[config.mk]
export PLATFORM = sky130hd
export DESIGN_NAME = mul_sequencer
export DESIGN_NICKNAME = d
export VERILOG_FILES = /design/src/rtl/mul_sequencer.sv
export SDC_FILE = /design/constraint.sdc
export NUM_CORES = 1
export LEC_CHECK = 0
export BUFFER_PORTS_ARGS = -buffer_cell sky130_fd_sc_hd__clkbuf_2
export CAP_MARGIN = 20
export CORE_UTILIZATION = 51
export DETAILED_ROUTE_END_ITERATION = 8
export PLACE_DENSITY = 0.87
export SLEW_MARGIN = 20
export SYNTH_ARGS = -nofsm -noshare
export SYNTH_HDL_FRONTEND = slang
export SYNTH_SLANG_ARGS = --single-unit
[constraint.sdc]
create_clock -name clk -period 2.1 [get_ports clk]
set_input_delay 0.63 -clock clk [delete_from_list [all_inputs] [get_ports clk]]
set_output_delay 0.63 -clock clk [all_outputs]
set_load 0.01 [all_outputs]
[src/rtl/mul_sequencer.sv]
// Purpose : front-end sequencer for the repeated-addition multiplier core; queues
//           {a,b} pairs in a 2-entry FIFO, runs the core start/bus protocol and
//           returns the truncated product. Zero operands skip the core, and a
//           watchdog turns a hung core into a flagged zero result.
// Latency : nonzero pair -> START 1 cycle after push, WAIT from cycle 4, result on
//           the edge that samples mul_done; zero pair -> result 1 cycle after push.
// Backpr. : in_ready = FIFO not full (count only); out_valid is held until
//           out_ready, and no new operation leaves IDLE while a result is held.
// Ports   : clk/rst_n (async active-low); in_valid/in_ready/in_a/in_b operand
//           input; out_valid/out_ready/out_product/out_timeout result output;
//           mul_start/mul_data/mul_done/mul_product core interface; busy status.
module mul_sequencer #(
    parameter int W       = 16,
    parameter int TIMEOUT = 70000
) (
    input  logic         clk,
    input  logic         rst_n,
    input  logic         in_valid,
    output logic         in_ready,
    input  logic [W-1:0] in_a,
    input  logic [W-1:0] in_b,
    output logic         out_valid,
    input  logic         out_ready,
    output logic [W-1:0] out_product,
    output logic         out_timeout,
    output logic         mul_start,
    output logic [W-1:0] mul_data,
    input  logic         mul_done,
    input  logic [W-1:0] mul_product,
    output logic         busy
);

    localparam int              WD_W    = $clog2(TIMEOUT);
    localparam logic [WD_W-1:0] WD_LAST = WD_W'(TIMEOUT - 1);

    typedef enum logic [2:0] {
        S_IDLE,
        S_START,
        S_LOADA,
        S_LOADB,
        S_WAIT
    } state_t;

    state_t          r_state;
    state_t          w_next_state;

    // operand FIFO
    logic [W-1:0]    r_fifo_a [2];
    logic [W-1:0]    r_fifo_b [2];
    logic            r_wr_ptr;
    logic            r_rd_ptr;
    logic [1:0]      r_count;

    // operation registers
    logic [W-1:0]    r_a;
    logic [W-1:0]    r_b;
    logic [WD_W-1:0] r_wd;

    // result register
    logic            r_out_valid;
    logic [W-1:0]    r_out_product;
    logic            r_out_timeout;

    logic            w_push;
    logic            w_pop;
    logic [W-1:0]    w_head_a;
    logic [W-1:0]    w_head_b;
    logic            w_res_load;
    logic [W-1:0]    w_res_product;
    logic            w_res_timeout;
    logic            w_mul_start;
    logic [W-1:0]    w_mul_data;

    assign in_ready = (r_count < 2'd2);
    assign w_push   = in_valid && in_ready;
    assign w_head_a = r_fifo_a[r_rd_ptr];
    assign w_head_b = r_fifo_b[r_rd_ptr];

    // ---------------------------------------------------------------- FSM state
    always_ff @(posedge clk or negedge rst_n) begin
        if (!rst_n) begin
            r_state <= S_IDLE;
        end else begin
            r_state <= w_next_state;
        end
    end

    // ------------------------------------------------ next state / control
    always_comb begin
        w_next_state  = r_state;
        w_pop         = 1'b0;
        w_res_load    = 1'b0;
        w_res_product = '0;
        w_res_timeout = 1'b0;
        w_mul_start   = 1'b0;
        w_mul_data    = '0;
        case (r_state)
            S_IDLE: begin
                // A held result blocks the pop, so a handshake edge never
                // coincides with the start of the next operation.
                if ((r_count != 2'd0) && !r_out_valid) begin
                    w_pop = 1'b1;
                    if ((w_head_a == '0) || (w_head_b == '0)) begin
                        w_res_load = 1'b1;
                    end else begin
                        w_next_state = S_START;
                    end
                end
            end
            S_START: begin
                w_mul_start  = 1'b1;
                w_mul_data   = r_a;
                w_next_state = S_LOADA;
            end
            S_LOADA: begin
                w_mul_data   = r_a;
                w_next_state = S_LOADB;
            end
            S_LOADB: begin
                w_mul_data   = r_b;
                w_next_state = S_WAIT;
            end
            S_WAIT: begin
                w_mul_data = r_b;
                // done is checked first so it wins over a coincident timeout
                if (mul_done) begin
                    w_res_load    = 1'b1;
                    w_res_product = mul_product;
                    w_next_state  = S_IDLE;
                end else if (r_wd == WD_LAST) begin
                    w_res_load    = 1'b1;
                    w_res_timeout = 1'b1;
                    w_next_state  = S_IDLE;
                end
            end
            default: begin
                w_next_state = S_IDLE;
            end
        endcase
    end

    assign mul_start = w_mul_start;
    assign mul_data  = w_mul_data;

    // --------------------------------------------------------------- FIFO
    always_ff @(posedge clk or negedge rst_n) begin
        if (!rst_n) begin
            for (int i = 0; i < 2; i++) begin
                r_fifo_a[i] <= '0;
                r_fifo_b[i] <= '0;
            end
            r_wr_ptr <= 1'b0;
            r_rd_ptr <= 1'b0;
            r_count  <= 2'd0;
        end else begin
            if (w_push) begin
                r_fifo_a[r_wr_ptr] <= in_a;
                r_fifo_b[r_wr_ptr] <= in_b;
                r_wr_ptr           <= ~r_wr_ptr;
            end
            if (w_pop) begin
                r_rd_ptr <= ~r_rd_ptr;
            end
            case ({w_push, w_pop})
                2'b10:   r_count <= r_count + 2'd1;
                2'b01:   r_count <= r_count - 2'd1;
                default: r_count <= r_count;
            endcase
        end
    end

    // --------------------------------------------- operands and watchdog
    always_ff @(posedge clk or negedge rst_n) begin
        if (!rst_n) begin
            r_a  <= '0;
            r_b  <= '0;
            r_wd <= '0;
        end else begin
            if (w_pop) begin
                r_a <= w_head_a;
                r_b <= w_head_b;
            end
            // Held at zero outside WAIT, so it is always 0 on entry. WAIT is
            // left when it reaches WD_LAST, so it never wraps.
            if (r_state == S_WAIT) begin
                r_wd <= r_wd + 1'b1;
            end else begin
                r_wd <= '0;
            end
        end
    end

    // ------------------------------------------------------------ result
    always_ff @(posedge clk or negedge rst_n) begin
        if (!rst_n) begin
            r_out_valid   <= 1'b0;
            r_out_product <= '0;
            r_out_timeout <= 1'b0;
        end else begin
            // A load is only possible with out_valid low, so it cannot
            // collide with a handshake.
            if (w_res_load) begin
                r_out_valid   <= 1'b1;
                r_out_product <= w_res_product;
                r_out_timeout <= w_res_timeout;
            end else if (r_out_valid && out_ready) begin
                r_out_valid <= 1'b0;
            end
        end
    end

    assign out_valid   = r_out_valid;
    assign out_product = r_out_product;
    assign out_timeout = r_out_timeout;
    assign busy        = (r_state != S_IDLE) || (r_count != 2'd0) || r_out_valid;

endmodule

## Word level (Yosys, flattened, before mapping)

Index checks and enable logic that the tools add are counted.

- Output and inout bits: 37
- Logic and storage cells: 85
- Register bits: 138

- Multiplexer cells: 32
- Reduce and logical (&&, ||, !) cells: 18
- Bitwise operators: 4
- Equality and inequality tests: 10
- $add $sub $neg: 3
- $lt $le $gt $ge: 4

Operators by type and width:

| cell | count |
|---|---|
| 16-bit two-way mux | 9 |
| 32-bit bitwise mux | 2 |
| 16-bit zero test | 2 |
| 16-bit case mux with 2 select lines | 1 |
| 17-bit by 1-bit adder with 17-bit output, second input constant | 1 |
| 17-bit equality test, second input constant | 1 |
| 17-bit two-way mux | 1 |
| 16-bit demux with 1-bit select | 1 |
| 3-bit case mux with 5 select lines | 1 |
| 3-bit two-way mux | 4 |
| 1-bit two-way mux | 11 |
| 3-bit by 2-bit equality test with 1-bit output, second input constant | 2 |
| 2-bit nonzero test | 3 |
| 2-bit greater-or-equal comparator, second input constant | 2 |
| 1-bit logical AND | 4 |
| 2-bit inequality test, second input constant | 2 |
| 1-bit inverter with 2-bit output | 2 |
| 2-bit case mux with 2 select lines | 1 |
| 2-bit OR reduction | 2 |
| 3-bit by 1-bit equality test with 1-bit output, second input constant | 1 |
| 3-bit equality test, second input constant | 1 |
| 3-bit zero test | 1 |
| 1-bit logical OR | 3 |
| 3-bit inequality test, second input constant | 1 |
| other kinds (11) | 12 |

## Depth between registers and ports, before layout

Gate-level depths: netlist of run 1.

- Word-level depth: 10
- Gate-level depth with buffers: 10
- Mapped depth without buffers: 7

## Worst setup path before layout of run 1

No wires, ideal clock.

- Path kind: register to output
- Start: register r_state[1]
- End: output mul_data[0]
- Arrival time: 1.407 ns
- Buffers on the path: 1
- Stages on the path, launching flop included: 6
- Slack: 0.063 ns
- Data required time: 1.470 ns
- Cell sequence: dfrtp_1 nor2_1 and2_2 a21o_1 clkbuf_1 a22o_1

- Longest elaborated chain between the ends: 3
- Elaborated cells on any way between the ends: 7
- Those cells by class: 4 x eq/ne; 1 x mux; 2 x reduce/logical

Ends and longest elaborated chain:

| item | RTL line | RTL |
|---|---|---|
| start: declaration | 44 | `state_t r_state;` |
| start signal: assignment | 84 | `r_state <= w_next_state;` |
| 3-bit equality test (tied with other cells) | 97 | `case (r_state)` |
| 2-bit OR reduction (no source line) | -- |  |
| 16-bit case mux with 2 select lines * | 97 |  |
| end: declaration | 27 | `output logic [W-1:0] mul_data,` |

Every way passes the cells marked *; elsewhere a longest branch is shown, timed or not.

## Final worst setup path of run 1

- Start: register r_state[1]
- End: output mul_data[11]

Same word-level chain as after synthesis.

==> results of run 1 <==
-- kinds of logic (layout without fill, tap and decap cells) --
logic type,count (synthesis),after routing,share of synthesized area (%)
buffers and inverters,32,169,2.861
DFF,138,138,56.81
and+or+nand+nor,146,146,11.61
AOI/OAI and AO/OA,79,80,8.584
muxes,96,96,17.13
adders and majority gates,2,2,0.4116
xor gates and xnor gates,18,18,2.594
-- metrics by stage --
stage	hold WS [ns]	setup TNS (ns)	area (um2)
final	0.1293	-4.407	7679
after detailed placement	0.4586	-9.733	6867
after global routing	0.1492	-5.116	7679
after global placement	0.4492	-5.105	6867
after floorplan	0.3344	0	6078
after CTS	0.1295	-3.601	7627
-- cells in the final DEF, fill, tap and decap left out, types with 5 or more instances in the layout --
cell type	count
o21ai_0	11
nand3_1	5
inv_1	7
buf_12	8
nor2_1	49
nand4_1	7
xnor2_1	11
a21oi_1	36
nand2_1	43
xor2_1	7
a22o_1	16
clkbuf_2	83
nor4_1	16
clkbuf_16	17
mux2i_1	32
dfrtp_1	138
o21ai_2	11
mux2_2	64
buf_4	31
buf_6	5
-- sequential cells by signal, summed over array words and instances, names as in the netlist --
signal and flops:
out_timeout 1, r_fifo_b 32, r_b 16, r_a 16
r_wd 17, r_count 2, r_fifo_a 32, r_state 3
out_valid 1, out_product 16, r_rd_ptr 1, r_wr_ptr 1
-- metal layers --
| layer | track usage (%) | share of wire (%) | up-vias |
|---|---|---|---|
| met5 | 0 | 0 | - |
| met2 | 43.83 | 51 | 169 |
| met3 | 7.764 | 6.8 | 27 |
| met1 | 32.71 | 40 | 2341 |
| li1 | - | - | 2074 |
| met4 | 8.378 | 1.7 | 0 |
-- synth_stat cells (2+ instances only) --
cell | instances | area [um2]
buf_4 | 2 | 15.01
nor4_1 | 18 | 112.6
a21oi_1 | 36 | 180.2
or3_1 | 3 | 18.77
ha_1 | 2 | 25.02
xor2_1 | 7 | 61.31
a22o_1 | 16 | 140.1
and3_2 | 3 | 22.52
nand2_1 | 43 | 161.4
mux2i_1 | 32 | 320.3
dfrtp_1 | 138 | 3453
and4_1 | 2 | 17.52
buf_2 | 9 | 45.04
o21ai_0 | 11 | 55.05
mux2_2 | 64 | 720.7
o21ai_2 | 10 | 87.58
clkbuf_1 | 7 | 26.28
inv_1 | 8 | 30.03
nand4_1 | 7 | 43.79
nand3_1 | 5 | 25.02
nor2_1 | 53 | 198.9
xnor2_1 | 11 | 96.34
buf_1 | 2 | 7.510
-- final timing paths --
path / end / startpoint / slack [ns]
setup / recovery: mul_data[11] / r_state[1]$_DFFE_PN0P_ / -0.32
hold / removal: out_product[2]$_DFFE_PN0P_ / rst_n / 0.13
setup reg to reg: out_timeout$_DFFE_PN0P_ / r_fifo_a[3]$_DFFE_PN0P_ / 0.07
hold reg to reg: r_wd[0]$_DFF_PN0_ / r_wd[0]$_DFF_PN0_ / 0.49
max in group asynchronous: r_fifo_a[27]$_DFFE_PN0P_ / rst_n / 1.37
min in group clk: out_product[14]$_DFFE_PN0P_ / mul_product[14] / 0.41
-- critical path, delay by kind of cell, from the launching register on --
family	cells	cell delay, ns
AO/OA/AOI/OAI	2	0.47
buffers and inverters	2	0.28
flip-flops	1	0.39
AND/OR/NAND/NOR	2	0.21
-- repair_timing --
item                                    CTS  global route
cloned                                    1             0
pin swaps                                 8             7
endpoints found under the setup margin   34            58
resized for setup                        14            13
buffers inserted                          8             2
-- area by class of cell --
cell class	count	area share (%)
sequential	138	44.97
clock inverter	8	1.532
clock buffer	22	6.306
tap	143	2.330
inverter	8	0.3911
multi-input combinational	342	32.95
timing repair buffer	131	11.52
-- power breakdown --
group / switching (W) / internal [W] / total [W]
Combinational: 0.00272 / 0.00273 / 0.00545
Sequential: 0.000935 / 0.00382 / 0.00476
Clock: 0.00109 / 0.00197 / 0.00306
==> impl_results.md, run 1 <==
- Vias in the first global route: 4877
- Hold Crit Class: input port to asynchronous set/reset pin
- FF/Latch Area: around 3500 um2
- WL final: ~16 mm
- Failing checks: DRC, setup timing
- Placed cells: 751
- Total gr overflow: 0
- I/O pin cnt: 90
- Cells after synthesis: 511
- Final Critical Period: around 2.4 ns
- Max FO, Critical Path: 8
- Synth Area per Inst: 11.89 um2
- Final Hold Violating Endpoints: 0
- Setup CP Type: flip-flop to primary output
- Ys flop type: dfrtp_1
- Required time worst endpoint: between 1 and 1.5 ns
- Synthesis-to-finish area growth: 26.33%
- Row cnt: 39
- Startpoint types: flip-flop
- Seq cells post-synth: ~140
- Pwr Density: about 1700 nW/um2
- Core ar.: between 10000 and 15000 um2
- Pwr Total: between 0.01 and 0.015 W
- 1st-pass router iterations: 7
- Cell area after synthesis: 6078 um2
- DP Wirelength: about 9.8 mm
- Status: finished, violations left
- CTS Sinks: 138
- Reg2Reg Depth: 6
- Clk buf depth: 2
- Total Die Area: between 10000 and 15000 um2
- Clock Latency Late Sink: about 0.42 ns
- Die Wd: ~110 um
- Vias: approximately 4600
- Routed WL per cell: between 15 and 20 um
- Final Core Density: about two thirds
- Antenna Cells: 0
- Max-Cap Viols: 0
- Multi-input gate area: roughly 2500 um2
- Root Driver: clkbuf_16
- P_leak: 3.507 nW
- GRT Util Overall: 26.23%
- Hold-fix buffers, CTS: 0
- Final Wtd Congestion: between 0.9 and 1
- Layout Cells excl Fill: 792
- Slowest cell on crit path: dfrtp_1
- Endpoints failing setup: 17
- DRC viols: 20
- Slew @ Worst Pin: between 0.7 and 0.8 ns
- Fillers: approximately 800
- Achievable Freq: around 410 MHz
- Number of enable flip-flop cells after synthesis: 0
- First-pass GRT wire length: approximately 25 mm
- Fin nets: 693
- Unique masters post-synth: 45
- Clock slew at reported path FFs: ~0.060 ns
- Post-Place Worst Slack: -0.4400 ns
- Chip Height: around 110 um
- Pin count of the biggest net entering global routing: 66
- RSZ-0062 raised after global routing: yes
- Ys Warns: 0
- CTS Buf Count: 17
- Crit-path max cell delay: 0.39 ns
- Share of flip-flops with an asynchronous set or reset: 100.0%
- Seq/Total Area, Yosys: between 50% and 60%
- Vias per inst: between 5 and 6
- Critical Path End Type: primary output
- First DRT Iteration DRCs: about 370
- ANT nets after route: 0
- Critical path cell sequence: buf_6 -> nor2_4 -> and2_4 -> a21o_4 -> a22o_1 -> buf_2
- Layout cells sized above 1: between 30% and 40%
- Max Slew Vio Count: 0
- Slew HR: 52.68%
- Initial Util: 52.78%
- Setup Skew: ~0.0094 ns
- Syn nets: 566
- Worst path arrival time: roughly 1.8 ns
- Setup WS post-layout: -0.3172 ns
- Worst VDD drop: between 1000 and 1500 uV
- Initial antenna violation count: 0
- Port bufs: 89
- TritonCTS clock tree: done
- Tcrit/Tclk final: 115.1%
- H-tree level count: 4
Note: power is estimated with default switching activity, not from simulation.
==> inputs of run 2 (changes only) <==
--- a/config.mk
+++ b/config.mk
@@ -9,7 +9,9 @@
 export CAP_MARGIN = 20
 export CORE_UTILIZATION = 51
 export DETAILED_ROUTE_END_ITERATION = 8
+export HOLD_SLACK_MARGIN = 0.12
 export PLACE_DENSITY = 0.87
+export RECOVER_POWER = 50
 export SLEW_MARGIN = 20
 export SYNTH_ARGS = -nofsm -noshare
 export SYNTH_HDL_FRONTEND = slang
==> impl_results.md, run 2 (synthesis results as in run 1) <==
- Crit-path max cell delay: 0.39 ns (about the same)
- Max FO, Critical Path: 8 (unchanged)
- Worst path arrival time: 1.80 ns (about the same)
- Routed WL per cell: 19.63 um (+0.21%)
- Final Wtd Congestion: 0.9157 (unchanged)
- Row cnt: 39 (unchanged)
- GRT Util Overall: 26.23% (unchanged)
- Critical Path End Type: primary output
- Die Wd: 111.2 um (unchanged)
- I/O pin cnt: 90 (unchanged)
- Worst VDD drop: 1040 uV (about the same)
- Max Slew Vio Count: 0 (unchanged)
- First-pass GRT wire length: 24.85 mm (unchanged)
- Vias in the first global route: 4877 (unchanged)
- Hold-fix buffers, CTS: 0 (unchanged)
- WP buf/inv: 2 (unchanged)
- DP Wirelength: 9.825 mm (unchanged)
- Sw Share: 35.83% (+0.066 points)
- Antenna Cells: 0 (unchanged)
- Failing checks: DRC, setup timing
- Setup CP Type: flip-flop to primary output
- Slowest cell on crit path: dfrtp_1
- Commonest non-fill, non-tap cell in the layout: dfrtp_1
- Slew @ Worst Pin: 1.436 ns (+0.7318 ns)
- Total Die Area: 12360 um2 (unchanged)
- Chip Height: 111.2 um (unchanged)
- Psw: 0.004749 W (+0.12%)
- Final Critical Period: 2.425 ns (+0.008293 ns)
- Setup Skew: 0.01316 ns (+0.003761 ns)
- ANT nets after route: 0 (unchanged)
- Status: finished, violations left
- Endpoints failing setup: 17 (unchanged)
- Worst R2R Start: r_fifo_a[3]$_DFFE_PN0P_
- Final Hold Violating Endpoints: 0 (unchanged)
- TritonCTS clock tree: done
- Root Driver: clkbuf_16
- Pint: 0.008506 W (-0.17%)
- Required time worst endpoint: 1.47 ns (about the same)
- Total gr overflow: 0 (unchanged)
- WL final: 15.55 mm (+0.21%)
- Initial Util: 52.78% (unchanged)
- Clock power share: 23.1% (about the same)
- P_leak: 3.488 nW (-0.55%)
- HP Start: mul_product[10]
- Combinational Power Share: 41.1% (about the same)
- DRC viols: 20 (unchanged)
- Layout cells sized above 1: 39.29% (-0.31 points)
- 1st-pass router iterations: 8 (+1)
- First DRT Iteration DRCs: 384 (+5.2%)
- Clock slew at reported path FFs: 0.06 ns (about the same)
- Clock Latency Late Sink: 0.42 ns (about the same)
- Worst setup path startpoint: r_state[1]$_DFFE_PN0P_
- Initial antenna violation count: 0 (unchanged)
- Vias per inst: 5.811 (-0.20%)
- Delay-heaviest family, CP: compound AO/OA/AOI/OAI gates
- H-tree level count: 4 (unchanged)
- CTS Sinks: 138 (unchanged)
- Reg power frac: 35.9% (about the same)
- Max-Cap Viols: 0 (unchanged)
- Fin nets: 693 (unchanged)
- Pin count of the biggest net entering global routing: 66 (unchanged)
- Tcrit/Tclk final: 115.5% (+0.39 points)
- Vias: 4602 (-0.20%)
- Critical path cell sequence: buf_6 -> nor2_4 -> and2_4 -> a21o_4 -> a22o_1 -> buf_2
- Hold Crit Class: input port to flip-flop
- Slew HR: 4.253% (-48 points)
- Setup WS post-layout: -0.3255 ns (-0.008293 ns)
- Most frequent cells in the layout: 138 x dfrtp_1, 86 x clkbuf_2, 64 x mux2_2
- Synthesis-to-finish area growth: 25.63%
- Pwr Total: 0.01326 W (about the same)
- CTS Buf Count: 17 (unchanged)
- Clk buf depth: 2 (unchanged)
- Port bufs: 89 (unchanged)
- Regs by FF count: r_fifo_a x32, r_fifo_b x32, r_wd x17
- Final Core Density: 66.31% (-0.37 points)
- Startpoint types: flip-flop
- Core ar.: 11520 um2 (unchanged)
- Pwr Density: 1736 nW/um2 (+0.49%)
- FF-to-FF setup slack: 0.08 ns (about the same)
- RSZ-0062 raised after global routing: yes
- Achievable Freq: 412.3 MHz (-0.34%)
-- run 2: cell count changes in the layout (fill, tap and decap cells not counted) --
cell and change:
buf_12 -2, buf_2 +1, buf_4 -5, clkbuf_1 +2
clkbuf_2 +3, clkbuf_4 +1
-- run 2: worst reg2reg max path: stages (launching register included) --
cell and delay, ns:
dfrtp_1 0.39, nor4_1 0.41, nand4_1 0.20, and3_2 0.29, buf_4 0.15, o31ai_1 0.30, a21oi_1 0.12
-- run 2: worst paths after layout --
check / to / cells after the start
min reg2reg: r_wd[0]$_DFF_PN0_ / 1
min: out_product[10]$_DFFE_PN0P_ / 3
max in group asynchronous: r_fifo_b[21]$_DFFE_PN0P_ / 2
max: mul_data[11] / 6
max reg2reg: out_timeout$_DFFE_PN0P_ / 6
min in group asynchronous: out_product[2]$_DFFE_PN0P_ / 1
-- run 2: metrics by stage --
stage          TNS (ns)  instance area, um2  setup slack [ns]  hold slack, ns  std cells
6_report         -4.525                7636           -0.3255          0.4123        792
5_1_grt          -7.188                7636           -0.3533          0.4232        792
3_3_place_gp     -5.105                6867           -0.2969          0.4492        751
2_1_floorplan         0                6078           0.06324          0.3344        511
3_5_place_dp     -9.733                6867           -0.4400          0.4586        751
4_1_cts          -3.601                7627           -0.2482          0.1295        790
-- run 2: power by group through the flow --
stage	clock network, W	registers [W]	logic, W
after CTS	0.00308	0.00470	0.00528
after global routing	0.00320	0.00486	0.00586
after global placement	0	0.00465	0.00457
final	0.00306	0.00475	0.00544
after detailed placement	0	0.00471	0.00482
after floorplan	0	0.00446	0.00329
-- run 2: per-layer routing --
metal	up-vias	wire, um	GRT usage, %	part of all wire, %
li1	2073	-	-	-
met1	2320	6191	32.71	40
met2	178	7961	43.83	51
met3	31	1113	7.764	7.2
met4	0	280	8.378	1.8
met5	-	0	0	0
-- run 2: final cells by class --
class                   count  area, um2
clock buffers              22      484.2
flip-flops and latches    138       3453
fillers                   826       3880
multi-input cells         342       2530
well taps                 143      178.9
clock inverters             8      117.6
inverters                   8      30.03
repair buffers            131      842.1
-- run 2: timing repair --
action,CTS,global route
pin swaps,8,7
buffers inserted,8,2
endpoints found under the setup margin,34,58
cloned,1,0
resized for setup,14,13
